<file path="src/rtl/tx_out_pkg.sv">
// -----------------------------------------------------------------------------
// tx_out_pkg
// Shared definitions for the transmitter DAC output stage.
//   ST_*      : 2-bit state codes reported on the state port
//   midscale(): DAC idle code for the selected output format
//   to_obin() : two's complement -> offset binary (MSB flip)
// Both helpers work on a MAX_DW-wide word; callers cast to their own width.
// -----------------------------------------------------------------------------
package tx_out_pkg;

    localparam logic [1:0] ST_HOLD  = 2'd0;
    localparam logic [1:0] ST_RUN   = 2'd1;
    localparam logic [1:0] ST_RAMP  = 2'd2;
    localparam logic [1:0] ST_MUTED = 2'd3;

    localparam int MAX_DW = 64;

    // Idle code: 0 in two's complement, 2^(dw-1) in offset binary.
    function automatic logic [MAX_DW-1:0] midscale(input logic fmt_obin, input int dw);
        midscale = '0;
        if (fmt_obin)
            midscale[dw-1] = 1'b1;
    endfunction

    function automatic logic [MAX_DW-1:0] to_obin(input logic [MAX_DW-1:0] y, input int dw);
        to_obin        = y;
        to_obin[dw-1]  = ~y[dw-1];
    endfunction

endpackage

</file>
<file path="src/rtl/iq_ramp_scaler.sv">
// -----------------------------------------------------------------------------
// iq_ramp_scaler
// One signed sample scaled by the shared ramp level and registered:
//   o_y <= (i_x * i_lvl) >>> RAMP_SHIFT   (floor rounding)
// i_lvl spans 0 .. 2^RAMP_SHIFT, so |o_y| <= |i_x| and no saturation is needed.
// Requires RAMP_SHIFT >= 1.
// Ports:
//   clk, rst  : clock, synchronous active-high reset (o_y -> 0)
//   i_en      : load enable; otherwise o_y holds (zero-order hold)
//   i_x       : DW-bit two's complement sample
//   i_lvl     : unsigned level, RAMP_SHIFT+1 bits
//   o_y       : registered scaled sample
// -----------------------------------------------------------------------------
import tx_out_pkg::*;

module iq_ramp_scaler #(
    parameter int DW         = 14,
    parameter int RAMP_SHIFT = 6
) (
    input  logic                  clk,
    input  logic                  rst,
    input  logic                  i_en,
    input  logic [DW-1:0]         i_x,
    input  logic [RAMP_SHIFT:0]   i_lvl,
    output logic [DW-1:0]         o_y
);

    localparam int PW = DW + RAMP_SHIFT + 1;

    logic signed [PW-1:0] w_x_ext;
    logic signed [PW-1:0] w_lvl_ext;
    logic signed [PW-1:0] w_prod;
    logic                 w_unused_bits;

    assign w_x_ext   = {{(RAMP_SHIFT+1){i_x[DW-1]}}, i_x};
    assign w_lvl_ext = {{DW{1'b0}}, i_lvl};
    assign w_prod    = w_x_ext * w_lvl_ext;

    // Arithmetic shift then truncate to DW is just this slice of the product;
    // the top bit is redundant sign and the low bits are the discarded fraction.
    assign w_unused_bits = ^{w_prod[PW-1], w_prod[RAMP_SHIFT-1:0]};

    always_ff @(posedge clk) begin
        if (rst)
            o_y <= '0;
        else if (i_en)
            o_y <= w_prod[DW+RAMP_SHIFT-1:RAMP_SHIFT];
    end

endmodule

</file>
<file path="src/rtl/iq_dac_output_stage.sv">
// -----------------------------------------------------------------------------
// iq_dac_output_stage
// Registers NCH I/Q pairs to the DAC with a post-reset hold-off, mute (with an
// optional linear ramp), 2C/offset-binary formatting, a state report and a
// heartbeat. Pipeline: input -> scaler register -> format/output register.
// Build option: define DAC_RAMP_EN for the soft ramp; without it the level
// steps directly between 0 and unity and state never reports RAMP.
// Ports:
//   clk, rst         : DAC clock, synchronous active-high reset
//   in_valid         : new sample on in_i/in_q
//   in_i, in_q       : NCH*DW two's complement samples, ch0 in LSBs
//   mute             : 1 = go to midscale, 0 = normal output
//   fmt_obin         : 1 = offset binary, 0 = two's complement
//   dac_i, dac_q     : registered DAC words
//   out_valid        : in_valid delayed by 2
//   running, state   : RUN flag / state code (HOLD, RUN, RAMP, MUTED)
//   heartbeat        : MSB of a free-running counter
// -----------------------------------------------------------------------------
import tx_out_pkg::*;

module iq_dac_output_stage #(
    parameter int DW         = 14,
    parameter int NCH        = 1,
    parameter int HOLD_CYC   = 4096,
    parameter int RAMP_SHIFT = 6,
    parameter int HB_BITS    = 28
) (
    input  logic                clk,
    input  logic                rst,
    input  logic                in_valid,
    input  logic [NCH*DW-1:0]   in_i,
    input  logic [NCH*DW-1:0]   in_q,
    input  logic                mute,
    input  logic                fmt_obin,
    output logic [NCH*DW-1:0]   dac_i,
    output logic [NCH*DW-1:0]   dac_q,
    output logic                out_valid,
    output logic                running,
    output logic [1:0]          state,
    output logic                heartbeat
);

    localparam int              LW        = RAMP_SHIFT + 1;
    localparam logic [LW-1:0]   UNITY     = {1'b1, {RAMP_SHIFT{1'b0}}};
    localparam logic [LW-1:0]   LVL_ONE   = {{RAMP_SHIFT{1'b0}}, 1'b1};
    localparam int              HW        = (HOLD_CYC > 1) ? $clog2(HOLD_CYC) : 1;
    localparam logic [HW-1:0]   HOLD_LAST = HW'(HOLD_CYC - 1);

    logic [1:0]                 r_state, w_state_nxt;
    logic [LW-1:0]              r_lvl, w_lvl_nxt;
    logic [HW-1:0]              r_hold_cnt;
    logic [HB_BITS-1:0]         r_hb_cnt;
    logic [2:1]                 r_vld_pipe;
    logic                       w_scl_en;
    logic [DW-1:0]              w_mid;
    logic [NCH-1:0][DW-1:0]     w_y_i, w_y_q, w_fmt_i, w_fmt_q;

    // ---------------- FSM ----------------
    always_ff @(posedge clk) begin
        if (rst)
            r_state <= ST_HOLD;
        else
            r_state <= w_state_nxt;
    end

    always_comb begin
        w_state_nxt = r_state;
        case (r_state)
            ST_HOLD:  if (r_hold_cnt == HOLD_LAST) w_state_nxt = mute ? ST_MUTED : ST_RUN;
`ifdef DAC_RAMP_EN
            ST_RUN:   if (mute) w_state_nxt = ST_RAMP;
            // Direction follows mute every cycle, so a toggle mid-ramp reverses
            // from the current level without a jump.
            ST_RAMP: begin
                if (mute && r_lvl == LVL_ONE)
                    w_state_nxt = ST_MUTED;
                else if (!mute && r_lvl == UNITY - LVL_ONE)
                    w_state_nxt = ST_RUN;
            end
            ST_MUTED: if (!mute) w_state_nxt = ST_RAMP;
`else
            ST_RUN:   if (mute) w_state_nxt = ST_MUTED;
            ST_MUTED: if (!mute) w_state_nxt = ST_RUN;
`endif
            default:  w_state_nxt = ST_HOLD;
        endcase
    end

    always_comb begin
        running = (r_state == ST_RUN);
        state   = r_state;
    end

    // ---------------- level / hold / heartbeat ----------------
    // Level is derived from the state being entered. RAMP is only entered from
    // RUN with mute=1 or from MUTED with mute=0, so +/-1 keeps it in range.
    always_comb begin
        w_lvl_nxt = '0;
        case (w_state_nxt)
            ST_RUN:  w_lvl_nxt = UNITY;
`ifdef DAC_RAMP_EN
            ST_RAMP: w_lvl_nxt = mute ? (r_lvl - LVL_ONE) : (r_lvl + LVL_ONE);
`endif
            default: w_lvl_nxt = '0;
        endcase
    end

    always_ff @(posedge clk) begin
        if (rst) begin
            r_lvl      <= '0;
            r_hold_cnt <= '0;
            r_hb_cnt   <= '0;
            r_vld_pipe <= '0;
        end else begin
            r_lvl      <= w_lvl_nxt;
            r_hb_cnt   <= r_hb_cnt + 1'b1;
            r_vld_pipe <= {r_vld_pipe[1], in_valid};
            if (r_state == ST_HOLD && r_hold_cnt != HOLD_LAST)
                r_hold_cnt <= r_hold_cnt + 1'b1;
        end
    end

    assign out_valid = r_vld_pipe[2];
    assign heartbeat = r_hb_cnt[HB_BITS-1];

    // ---------------- datapath ----------------
    // At level 0 the scalers reload regardless of in_valid so a held stale
    // sample cannot linger once muted; x*0 forces the register to 0.
    assign w_scl_en = in_valid | (r_lvl == '0);
    assign w_mid    = DW'(midscale(fmt_obin, DW));

    for (genvar g = 0; g < NCH; g++) begin : g_ch
        iq_ramp_scaler #(.DW(DW), .RAMP_SHIFT(RAMP_SHIFT)) u_scl_i (
            .clk   (clk),
            .rst   (rst),
            .i_en  (w_scl_en),
            .i_x   (in_i[g*DW +: DW]),
            .i_lvl (r_lvl),
            .o_y   (w_y_i[g])
        );
        iq_ramp_scaler #(.DW(DW), .RAMP_SHIFT(RAMP_SHIFT)) u_scl_q (
            .clk   (clk),
            .rst   (rst),
            .i_en  (w_scl_en),
            .i_x   (in_q[g*DW +: DW]),
            .i_lvl (r_lvl),
            .o_y   (w_y_q[g])
        );
    end

    always_comb begin
        w_fmt_i = '0;
        w_fmt_q = '0;
        for (int c = 0; c < NCH; c++) begin
            if (r_state == ST_HOLD) begin
                w_fmt_i[c] = w_mid;
                w_fmt_q[c] = w_mid;
            end else if (fmt_obin) begin
                w_fmt_i[c] = DW'(to_obin(MAX_DW'(w_y_i[c]), DW));
                w_fmt_q[c] = DW'(to_obin(MAX_DW'(w_y_q[c]), DW));
            end else begin
                w_fmt_i[c] = w_y_i[c];
                w_fmt_q[c] = w_y_q[c];
            end
        end
    end

    always_ff @(posedge clk) begin
        if (rst) begin
            dac_i <= '0;
            dac_q <= '0;
        end else begin
            dac_i <= w_fmt_i;
            dac_q <= w_fmt_q;
        end
    end

endmodule
</file>
<file path="config.mk">
export PLATFORM = sky130hd
export DESIGN_NAME = iq_dac_output_stage
export DESIGN_NICKNAME = d
export VERILOG_FILES = /design/src/rtl/tx_out_pkg.sv /design/src/rtl/iq_ramp_scaler.sv /design/src/rtl/iq_dac_output_stage.sv
export SDC_FILE = /design/constraint.sdc
export NUM_CORES = 1
export LEC_CHECK = 0
export ABC_AREA = 1
export BUFFER_PORTS_ARGS = -buffer_cell sky130_fd_sc_hd__clkbuf_2
export CAP_MARGIN = 20
export CORE_ASPECT_RATIO = 2
export CORE_MARGIN = 2
export CORE_UTILIZATION = 35
export DETAILED_ROUTE_END_ITERATION = 6
export PLACE_DENSITY_LB_ADDON = 0.3
export SKIP_LAST_GASP = 1
export SYNTH_ARGS = -nofsm -noshare
export SYNTH_HDL_FRONTEND = slang
export SYNTH_SLANG_ARGS = --single-unit
</file>
<file path="constraint.sdc">
create_clock -name clk -period 2.3 [get_ports clk]
set_clock_uncertainty 0.1 [all_clocks]
set_input_delay 0.345 -clock clk [delete_from_list [all_inputs] [get_ports clk]]
set_output_delay 0.345 -clock clk [all_outputs]
set_load 0.05 [all_outputs]
</file>
* After elaboration in Yosys (flattened, before gate mapping)
Cells that the tools add are included.
Storage, ports and cells: bits in registers 107, logic and storage cells 38, bits of input ports 33, output and inout bits 33
Operators by class: $mul 2, equality and inequality tests 5, add/subtract/negate cells 2, multiplexer cells 11, reductions and logical operators 4, bitwise logic cells 3
Operator list (count):
- 2-to-1 mux 14 bit | 4
- multiplier 14 x 8 -> 20 bit | 2
- adder 28 x 1 -> 28 bit (second input constant) | 1
- adder 12 x 1 -> 12 bit (second input constant) | 1
- == test 12 bit (second input constant) | 1
- != test 12 bit (second input constant) | 1
- 2-to-1 mux 2 bit | 4
- logical NOT 7 bit | 1
- 2-to-1 mux 7 bit | 1
- case mux 2 bit (3 select lines) | 1
- == test 2 x 1 -> 1 bit (second input constant) | 2
- == test 2 bit (second input constant) | 1
- logical NOT 2 bit | 1
- NOT 1 bit | 2
- OR reduction 2 bit | 1
- logical AND 1 bit | 1
- 2-to-1 mux 1 bit | 1
- OR 1 bit | 1

* Logic depth before layout (Yosys ltp)
Gate-level depths: netlist (run 1).
depth after elaboration 5, gate-level depth with buffers 8, gate-level depth less buffers 8

* Modules after synthesis
A second synthesis (run 1) with hierarchy kept.
Unflattened totals: cell total of the unflattened synthesis 1645, area total of the unflattened synthesis 11399.7 sq um
Modules (own cells, without submodules):
- iq_ramp_scaler (g_ch[0].u_scl_i) | times used 1, cells an instance 611, seq. area each 280.3 sq um, area an instance 4174.0 sq um
- iq_ramp_scaler (g_ch[0].u_scl_q) | times used 1, cells an instance 592, seq. area each 280.3 sq um, area an instance 4124.0 sq um
- iq_dac_output_stage | times used 1, cells an instance 442, seq. area each 1461.4 sq um, area an instance 3101.7 sq um

* Least setup slack after synthesis (run 1)
OpenSTA, ideal clock, no wires.
path type reg-to-output, start register r_state[0] (netlist: state[0]), end output port running, arrival time 1.400 ns, path slack 0.455 ns, buffers on the path 0, stages on the path, launching flop included 3, data required time 1.855 ns, cell sequence dfxtp_1 > inv_1 > nor2_1
Between the ends: word-level cells in the longest chain between the ends 1
RTL lines:
- from (decl) | RTL line iq_dac_output_stage.sv:49 | logic [1:0] r_state, w_state_nxt;
- from (signal assigned) | RTL line iq_dac_output_stage.sv:63 | r_state <= w_state_nxt;
- == test 2 x 1 -> 1 bit | RTL line iq_dac_output_stage.sv:90 | running = (r_state == ST_RUN);
- to (decl) | RTL line iq_dac_output_stage.sv:38 | output logic running,
No other way between the ends.

* Worst setup path in the final report (run 1)
Same ends and word-level chain as after synthesis.

==> metrics.log, run 1 <==
INFO  metric netlist_top_cells_area = sky130_fd_sc_hd__dfxtp_1 49%, sky130_fd_sc_hd__nand3_1 8.4%, sky130_fd_sc_hd__nand2_1 7.9%
INFO  metric grt_max_degree = 57
INFO  metric clock_tree.root_cell = sky130_fd_sc_hd__clkbuf_16
INFO  metric clkTransAtPathRegs = 70 ps
INFO  metric maximum_clock_rate = 634 MHz
INFO  metric pwr-share-clk = 43.1%
INFO  metric worst_hold_path_type = input pin to flip-flop
INFO  metric std_cell_rows = 56
INFO  metric synth_largest_type_area_fraction = 49.0%
INFO  metric critPathSlowestCell = sky130_fd_sc_hd__dfxtp_1
INFO  metric min_tclk_post_route = 1580 ps
INFO  metric total_power = 3310 uW
INFO  metric ctsLongestPathBuffers = 2
INFO  metric irDropWorstVdd = 0.000377 V
INFO  metric fp.dieH = 157 um
INFO  metric fillers = 1,195
INFO  metric timing.setup.critical_path_class = flip-flop to output pin
INFO  metric post_drt_via_cell_ratio = 4.76
INFO  metric gp_congestion = 0.805
INFO  metric hpwl = 6570 um
INFO  metric floorplan.core_area = 0.0116 mm2
INFO  metric die_width = 80.7 um
INFO  metric timing_max_transition_violations_final = 0
INFO  metric postRouteAntennaNets = 0
INFO  metric tritoncts_clock_tree = built
INFO  metric worst_ep_required_time = 1860 ps
INFO  metric setup-tns-final = 0 ps
INFO  metric ios = 66
INFO  metric cts_max_level = 3
INFO  metric area_growth = 17.7%
INFO  metric grt_antenna_before_repair = 0
INFO  metric synth-seq-cells = 101
INFO  metric via_count_of_the_first_global_routing_pass = 3,376
INFO  metric layout_worst_path_cycle_share = 68.5%
INFO  metric end_kind = output pin
INFO  metric synth_cell_type_count = 32
INFO  metric drt_pass1_iterations = 4
INFO  metric share_comb_of_total_power = 3.5%
INFO  metric clock_latency_late_sink = 340 ps
INFO  metric pwr-share-seq = 53.4%
INFO  metric cts_setup_buffers = 0
INFO  metric holdBufCountCts = 0
INFO  metric ys_seq_area_share = 49.0%
INFO  metric start_kind = flip-flop
INFO  metric post_route_cells_drive_above_1_share = 18.9%
INFO  metric finish.net_count = 633
INFO  metric setup_viol = 0
INFO  metric dr_wl_met2 = 4990 um
INFO  metric initial_core_utilization = 35.4%
INFO  metric cts_buffers = 9
INFO  metric critical_path.cell_chain = inv_1 > nor2_1 > clkbuf_2
INFO  metric die_area = 0.0127 mm2
INFO  metric rel_slew_slack = 62.8%
INFO  metric timing.critical_path.buf_inv = 2
INFO  metric timing.critical_path.max_delay_family = flip-flops
INFO  metric status = finished clean
INFO  metric multiInputGateArea = 0.00178 mm2
INFO  metric internal_power = 2550 uW
INFO  metric gr-usage-all-layers = 14.9%
INFO  metric smallest_hold_slack = 70.1 ps
INFO  metric timing_hold_violations_final = 0
INFO  metric path_max_fanout = 3
INFO  metric placement.io_buffers = 65
INFO  metric drt-met1-wl = 3530 um
INFO  metric critical_path.max_stage_delay = 360 ps
INFO  metric power.density_cell_area = 682 mW/mm2
INFO  metric detail_route.iter0.violations = 111
INFO  metric post_cts_resize_count = 0
INFO  metric tightestPinTransition = 558 ps
INFO  metric drc_errors = 0
INFO  metric sequential_cell_area = 0.00202 mm2
INFO  metric timing.max_cap.violations = 0
INFO  metric post_synth_instance_area = 0.00412 mm2
INFO  metric drt-wirelength-per-cell = 12.1 um
INFO  metric antenna_cells = 0
INFO  metric postSynthNetCount = 573
INFO  metric final_core_util = 41.7%
INFO  metric clkSinkCount = 101
INFO  metric netSwitchingFraction = 23.1%
INFO  metric grt.overflow.total = 0
INFO  metric grt_first_pass_wirelength = 14,700 um
INFO  metric power.leakage = 0.00180 uW
INFO  metric yosysTopAreaCell = sky130_fd_sc_hd__dfxtp_1
INFO  metric totalWireLength = 9040 um
INFO  metric critPathArrivalTime = 1130 ps
INFO  metric net-switching-power = 764 uW
INFO  metric avgSynthCellArea = 7.66 um2
INFO  metric yosysWarnings = 0
INFO  metric detailroute.wirelength.met3 = 325 um
INFO  metric routed.top_layer = met4
INFO  metric grt_setup_unrepaired = false
INFO  metric synth_cells = 538
INFO  metric vias = 3,557
[cells by family (layout without fill, tap and decap cells)]
logic type / count (synthesis) / in the layout / share of synthesized area [%]
XOR/XNOR: 8 / 8 / 1.70
AND/OR/NAND/NOR: 279 / 279 / 32.4
adder cells (fa/ha/maj): 2 / 2 / 0.607
buffers and inverters: 81 / 145 / 7.80
flip-flops: 101 / 101 / 49.0
AO/OA/AOI/OAI: 67 / 67 / 8.47
[cells in the final DEF, fill, tap and decap left out, types with 5 or more instances in the layout]
cell	n
sky130_fd_sc_hd__a21oi_1	50
sky130_fd_sc_hd__nor2_4	9
sky130_fd_sc_hd__buf_4	6
sky130_fd_sc_hd__o21ai_0	8
sky130_fd_sc_hd__nand2_1	87
sky130_fd_sc_hd__nand3_1	69
sky130_fd_sc_hd__clkbuf_16	9
sky130_fd_sc_hd__xor2_1	7
sky130_fd_sc_hd__inv_1	58
sky130_fd_sc_hd__dfxtp_1	100
sky130_fd_sc_hd__clkbuf_2	65
sky130_fd_sc_hd__nor2_1	81
sky130_fd_sc_hd__nor2_2	6
sky130_fd_sc_hd__nand3b_1	5
[worst register-to-register path: cells and delay by family, from the launching register on]
family / cells / cell delay [ps]
AND/OR/NAND/NOR: 5 / 570
flip-flops: 1 / 390
adder cells (fa/ha/maj): 1 / 220
buffers and inverters: 1 / 80
AO/OA/AOI/OAI: 1 / 60
[power by group through the flow]
stage | registers [uW] | clock network (uW) | logic [uW]
detailed placement | 1810 | 0 | 116
global route | 1770 | 1530 | 127
floorplan | 1820 | 0 | 57.3
finish | 1770 | 1430 | 114
CTS | 1770 | 1470 | 117
global placement | 1810 | 0 | 114
[metal layers]
layer  GRT usage [%]  up-vias
li1                -     1840
met1            14.2     1634
met2            29.8       69
met3            2.29       14
met4            6.78        0
met5               0        -
[metrics by stage]
step	setup WS (ps)	instances	area (um2)
after floorplan	455	538	4120
after global placement	832	732	4580
after detailed placement	764	732	4580
after CTS	713	747	4850
after global routing	616	747	4850
final	723	747	4850
[registers in the layout, indices dropped and copies added (netlist names)]
| signal | flops |
|---|---|
| r_vld_pipe | 2 |
| dac_i | 14 |
| r_hold_cnt | 12 |
| r_hb_cnt | 28 |
| state | 2 |
| r_lvl | 1 |
| g_ch.u_scl_q.o_y | 14 |
| g_ch.u_scl_i.o_y | 14 |
| dac_q | 14 |
[layout make-up]
class / instances / area share [%]
multi-input cells: 356 / 36.7
inverters: 59 / 4.56
clock inverters: 6 / 1.08
clock buffers: 9 / 4.64
repair buffers: 71 / 7.63
well taps: 145 / 3.74
flip-flops and latches: 101 / 41.7
[worst paths after layout]
path / from / end / slack, ps / cells past startpoint
min: mute / r_lvl[6] / 70 / 2
max reg2reg: r_hold_cnt[1] / r_hold_cnt[5] / 730 / 8
min reg2reg: r_vld_pipe[1] / r_vld_pipe[2] / 310 / 2
max: state[0] / running / 720 / 3
[cell usage after synthesis, drive strengths merged]
cell type	n
a31oi	2
xnor2	1
nand3b	6
nor3	5
a21oi	51
o21a	2
inv	59
nor3b	3
xor2	7
buf	15
nor2	96
nand4	4
dfxtp	101
clkbuf	7
nand2	92
and2	1
nand3	72
o21ai	11
ha	2
a211oi	1
No activity file was read; power rests on OpenSTA's default activity.
==> run 2: changes to the inputs <==
ABC_AREA = 0   (was 1)
clock period = 1.43 ns   (was 2.3 ns; I/O delays follow)
==> metrics.log, run 2 <==
INFO  metric status = finished with violations (was finished clean)
INFO  metric violations = setup timing
INFO  metric drt_pass1_iterations = 4 (unchanged)
INFO  metric fp.dieH = 151 um (was 157 um)
INFO  metric rel_slew_slack = 78.6% (was 62.8%)
INFO  metric post_drt_via_cell_ratio = 4.97 (was 4.76)
INFO  metric drc_errors = 0 (unchanged)
INFO  metric start_kind = flip-flop (unchanged)
INFO  metric gp_congestion = 0.805 (about the same)
INFO  metric regToRegEndpoint = r_hb_cnt[24] (was r_hold_cnt[5])
INFO  metric power.leakage = 0.00233 uW (was 0.00180 uW)
INFO  metric postRouteAntennaNets = 0 (unchanged)
INFO  metric tightestPinTransition = 317 ps (was 558 ps)
INFO  metric critPathSlowestCell = sky130_fd_sc_hd__or4_1 (was sky130_fd_sc_hd__dfxtp_1)
INFO  metric synth_cell_type_count = 40 (was 32)
INFO  metric grt_max_degree = 30 (was 57)
INFO  metric timing.critical_path.buf_inv = 0 (was 2)
INFO  metric largest-register = r_hb_cnt (unchanged)
INFO  metric hpwl = 6840 um (was 6570 um)
INFO  metric gr-usage-all-layers = 16.5% (was 14.9%)
INFO  metric clock_latency_late_sink = 340 ps (about the same)
INFO  metric totalWireLength = 9660 um (was 9040 um)
INFO  metric yosysTopAreaCell = sky130_fd_sc_hd__dfxtp_1 (unchanged)
INFO  metric timing_hold_violations_final = 0 (unchanged)
INFO  metric timing.max_cap.violations = 0 (unchanged)
INFO  metric std_cell_rows = 53 (was 56)
INFO  metric timing_max_transition_violations_final = 0 (unchanged)
INFO  metric detail_route.iter0.violations = 65 (was 111)
INFO  metric synth-seq-cells = 101 (unchanged)
INFO  metric timing.setup.critical_path_class = flip-flop to flip-flop (was flip-flop to output pin)
INFO  metric most-common-layout-cells = 77 x sky130_fd_sc_hd__dfxtp_1, 65 x sky130_fd_sc_hd__buf_4, 62 x sky130_fd_sc_hd__clkbuf_2, 49 x sky130_fd_sc_hd__nor2_1, 29 x sky130_fd_sc_hd__mux2i_1 (was 100 x sky130_fd_sc_hd__dfxtp_1, 87 x sky130_fd_sc_hd__nand2_1, 81 x sky130_fd_sc_hd__nor2_1, 69 x sky130_fd_sc_hd__nand3_1, 65 x sky130_fd_sc_hd__clkbuf_2)
INFO  metric initial_core_utilization = 36.1% (was 35.4%)
INFO  metric timing.critical_path.max_delay_family = simple AND/OR/NAND/NOR gates (was flip-flops)
INFO  metric setup.worst_path.start = r_hb_cnt[1] (was state[0])
INFO  metric antenna_cells = 0 (unchanged)
INFO  metric worstSetupEndpoint = r_hb_cnt[24] (was running)
INFO  metric grt_antenna_before_repair = 0 (unchanged)
INFO  metric die_area = 0.0118 mm2 (was 0.0127 mm2)
INFO  metric maximum_clock_rate = 604 MHz
INFO  metric largest_register_ff_count = 28 (unchanged)
INFO  metric count_of_flip_flops_with_a_built_in_enable_after_synthesis = 0 (unchanged)
INFO  metric path_max_fanout = 6 (was 3)
INFO  metric design_area = 0.00550 mm2 (was 0.00485 mm2)
INFO  metric synth_largest_type_area_fraction = 53.2% (was 49.0%)
INFO  metric ys_seq_area_share = 53.2% (was 49.0%)
INFO  metric place_worst_setup_slack = -324 ps (was 764 ps)
INFO  metric area_growth = 44.7% (was 17.7%)
INFO  metric worst_ep_required_time = 1600 ps (was 1860 ps)
INFO  metric critical_path.max_stage_delay = 430 ps (was 360 ps)
INFO  metric setup_viol = 27 (was 0)
INFO  metric layout_worst_path_cycle_share = 116%
INFO  metric placement.io_buffers = 65 (unchanged)
INFO  metric irDropWorstVdd = 0.000749 V (was 0.000377 V)
INFO  metric avgSynthCellArea = 9.87 um2 (was 7.66 um2)
INFO  metric critical_path.cell_chain = ha_4 > nand3_2 > or3_4 > or4_1 > a21oi_1 (was inv_1 > nor2_1 > clkbuf_2)
INFO  metric finish.net_count = 558 (was 633)
INFO  metric depth_of_the_most_critical_reg_to_reg_path = 5 (was 8)
INFO  metric asr_flop_ratio_synth = 0% (unchanged)
INFO  metric drt-wirelength-per-cell = 14.5 um (was 12.1 um)
INFO  metric post_synth_instance_area = 0.00380 mm2 (was 0.00412 mm2)
INFO  metric via_count_of_the_first_global_routing_pass = 3,384 (was 3,376)
INFO  metric synth.most_common_cell = sky130_fd_sc_hd__dfxtp_1 (unchanged)
INFO  metric final.setup.worst_slack = -226 ps (was 723 ps)
INFO  metric clock_tree.root_cell = sky130_fd_sc_hd__clkbuf_16 (unchanged)
INFO  metric end_kind = flip-flop (was output pin)
INFO  metric floorplan.core_area = 0.0105 mm2 (was 0.0116 mm2)
INFO  metric grt_first_pass_wirelength = 15,400 um (was 14,700 um)
INFO  metric placed_cell_area = 0.00479 mm2 (was 0.00458 mm2)
INFO  metric post_route_cells_drive_above_1_share = 45.3% (was 18.9%)
INFO  metric vias = 3,307 (was 3,557)
INFO  metric synthTopCellsByCount = 101 x sky130_fd_sc_hd__dfxtp_1, 50 x sky130_fd_sc_hd__nor2_1, 29 x sky130_fd_sc_hd__mux2i_1 (was 101 x sky130_fd_sc_hd__dfxtp_1, 87 x sky130_fd_sc_hd__nand2_1, 81 x sky130_fd_sc_hd__nor2_1)
INFO  metric fillers = 961 (was 1,195)
INFO  metric die_width = 77.7 um (was 80.7 um)
INFO  metric smallest_hold_slack = 9.07 ps (was 70.1 ps)
INFO  metric tritoncts_clock_tree = built (unchanged)
INFO  metric power.density_cell_area = 975 mW/mm2 (was 682 mW/mm2)
INFO  metric clkSinkCount = 101 (unchanged)
INFO  metric synth_cells = 385 (was 538)
INFO  metric finalNonFillerCells = 665 (was 747)
INFO  metric postSynthNetCount = 420 (was 573)
INFO  metric mostFrequentLayoutCell = sky130_fd_sc_hd__dfxtp_1 (unchanged)
INFO  metric grt.overflow.total = 0 (unchanged)
INFO  metric clkTransAtPathRegs = 70 ps (about the same)
INFO  metric numPlacedInstances = 628 (was 732)
INFO  metric min_tclk_post_route = 1660 ps
INFO  metric regToRegSetupSlack = -230 ps (was 730 ps)
INFO  metric worst_hold_path_type = input pin to flip-flop (unchanged)
INFO  metric critPathArrivalTime = 1830 ps (was 1130 ps)
INFO  metric cts_buffers = 9 (unchanged)
INFO  metric ctsLongestPathBuffers = 2 (unchanged)
INFO  metric timing.rr.start = r_hb_cnt[1] (was r_hold_cnt[1])
INFO  metric synthFlopType = sky130_fd_sc_hd__dfxtp_1 (unchanged)
INFO  metric netlist_top_cells_area = sky130_fd_sc_hd__dfxtp_1 53%, sky130_fd_sc_hd__mux2i_1 7.6%, sky130_fd_sc_hd__nor2_1 4.9% (was sky130_fd_sc_hd__dfxtp_1 49%, sky130_fd_sc_hd__nand3_1 8.4%, sky130_fd_sc_hd__nand2_1 7.9%)
INFO  metric yosysWarnings = 0 (unchanged)
INFO  metric path_depth = 5 (was 3)
INFO  metric cts_max_level = 3 (unchanged)
INFO  metric ios = 66 (unchanged)
INFO  metric grt_setup_unrepaired = true (was false)
## run 2: metal layers
metal	global-route usage, %	share of wire [%]
met1	16.1	36
met2	31.5	55
met3	3.93	4.3
met4	8.57	3.7
met5	0	0
## run 2: how the worst min path moves through the flow
stage	start	to	slack, ps	cells after the start
4_1_cts	in_i[7]	g_ch[0].u_scl_i.o_y[7]	4	3
3_5_place_dp	mute	r_lvl[6]	310	2
3_3_place_gp	mute	r_lvl[6]	310	2
5_1_grt	in_i[1]	g_ch[0].u_scl_i.o_y[1]	10	3
6_report	in_q[11]	g_ch[0].u_scl_q.o_y[11]	9	3
2_1_floorplan	mute	r_lvl[6]	190	1
## run 2: power by group
part / total (uW) / internal (uW) / switching, uW
combinational: 236 / 120 / 116
sequential: 2840 / 2830 / 18.2
clock: 2280 / 1240 / 1040
total: 5360 / 4180 / 1180
## run 2: area by class of cell
class,count,area (um2),share of cell area (%)
flip-flops and latches,101,2070,37.6
multi-input cells,262,1940,35.3
repair buffers,147,1040,18.8
clock buffers,12,246,4.48
well taps,137,171,3.12
clock inverters,4,32.5,0.591
inverters,2,7.51,0.136
## run 2: tightest hold or removal path, stage by stage
cell	delay [ps]
sky130_fd_sc_hd__clkbuf_2	70
sky130_fd_sc_hd__mux2i_1	50
sky130_fd_sc_hd__nor2_1	70
## run 2: through the flow
step / utilization, % / TNS [ps] / total power (uW)
4_1_cts: 50.4 / -3140 / 5420
5_1_grt: 52.2 / -4730 / 5560
6_report: 52.2 / -2900 / 5360
3_5_place_dp: 45.4 / -3580 / 3120
3_3_place_gp: 45.4 / -2490 / 3120
2_1_floorplan: - / -1580 / 3030
## run 2: cell families (layout without fill, tap and decap cells)
| logic type | Yosys count | count (layout) | share of synthesized area, % |
|---|---|---|---|
| and+or+nand+nor | 166 | 167 | 24.2 |
| muxes | 30 | 30 | 7.93 |
| adders and majority gates | 2 | 2 | 0.658 |
| DFF | 101 | 101 | 53.2 |
| AOI/OAI and AO/OA | 48 | 48 | 7.60 |
| buffers and inverters | 23 | 165 | 2.96 |
| xor gates and xnor gates | 15 | 15 | 3.46 |
## run 2: what timing repair did
action	CTS	global route
gates resized for setup	41	39
cloned	3	0
setup endpoints to repair	31	35
hold buffers	1	0
hold endpoints to repair	1	0
setup buffers	10	7
pin swaps	17	31
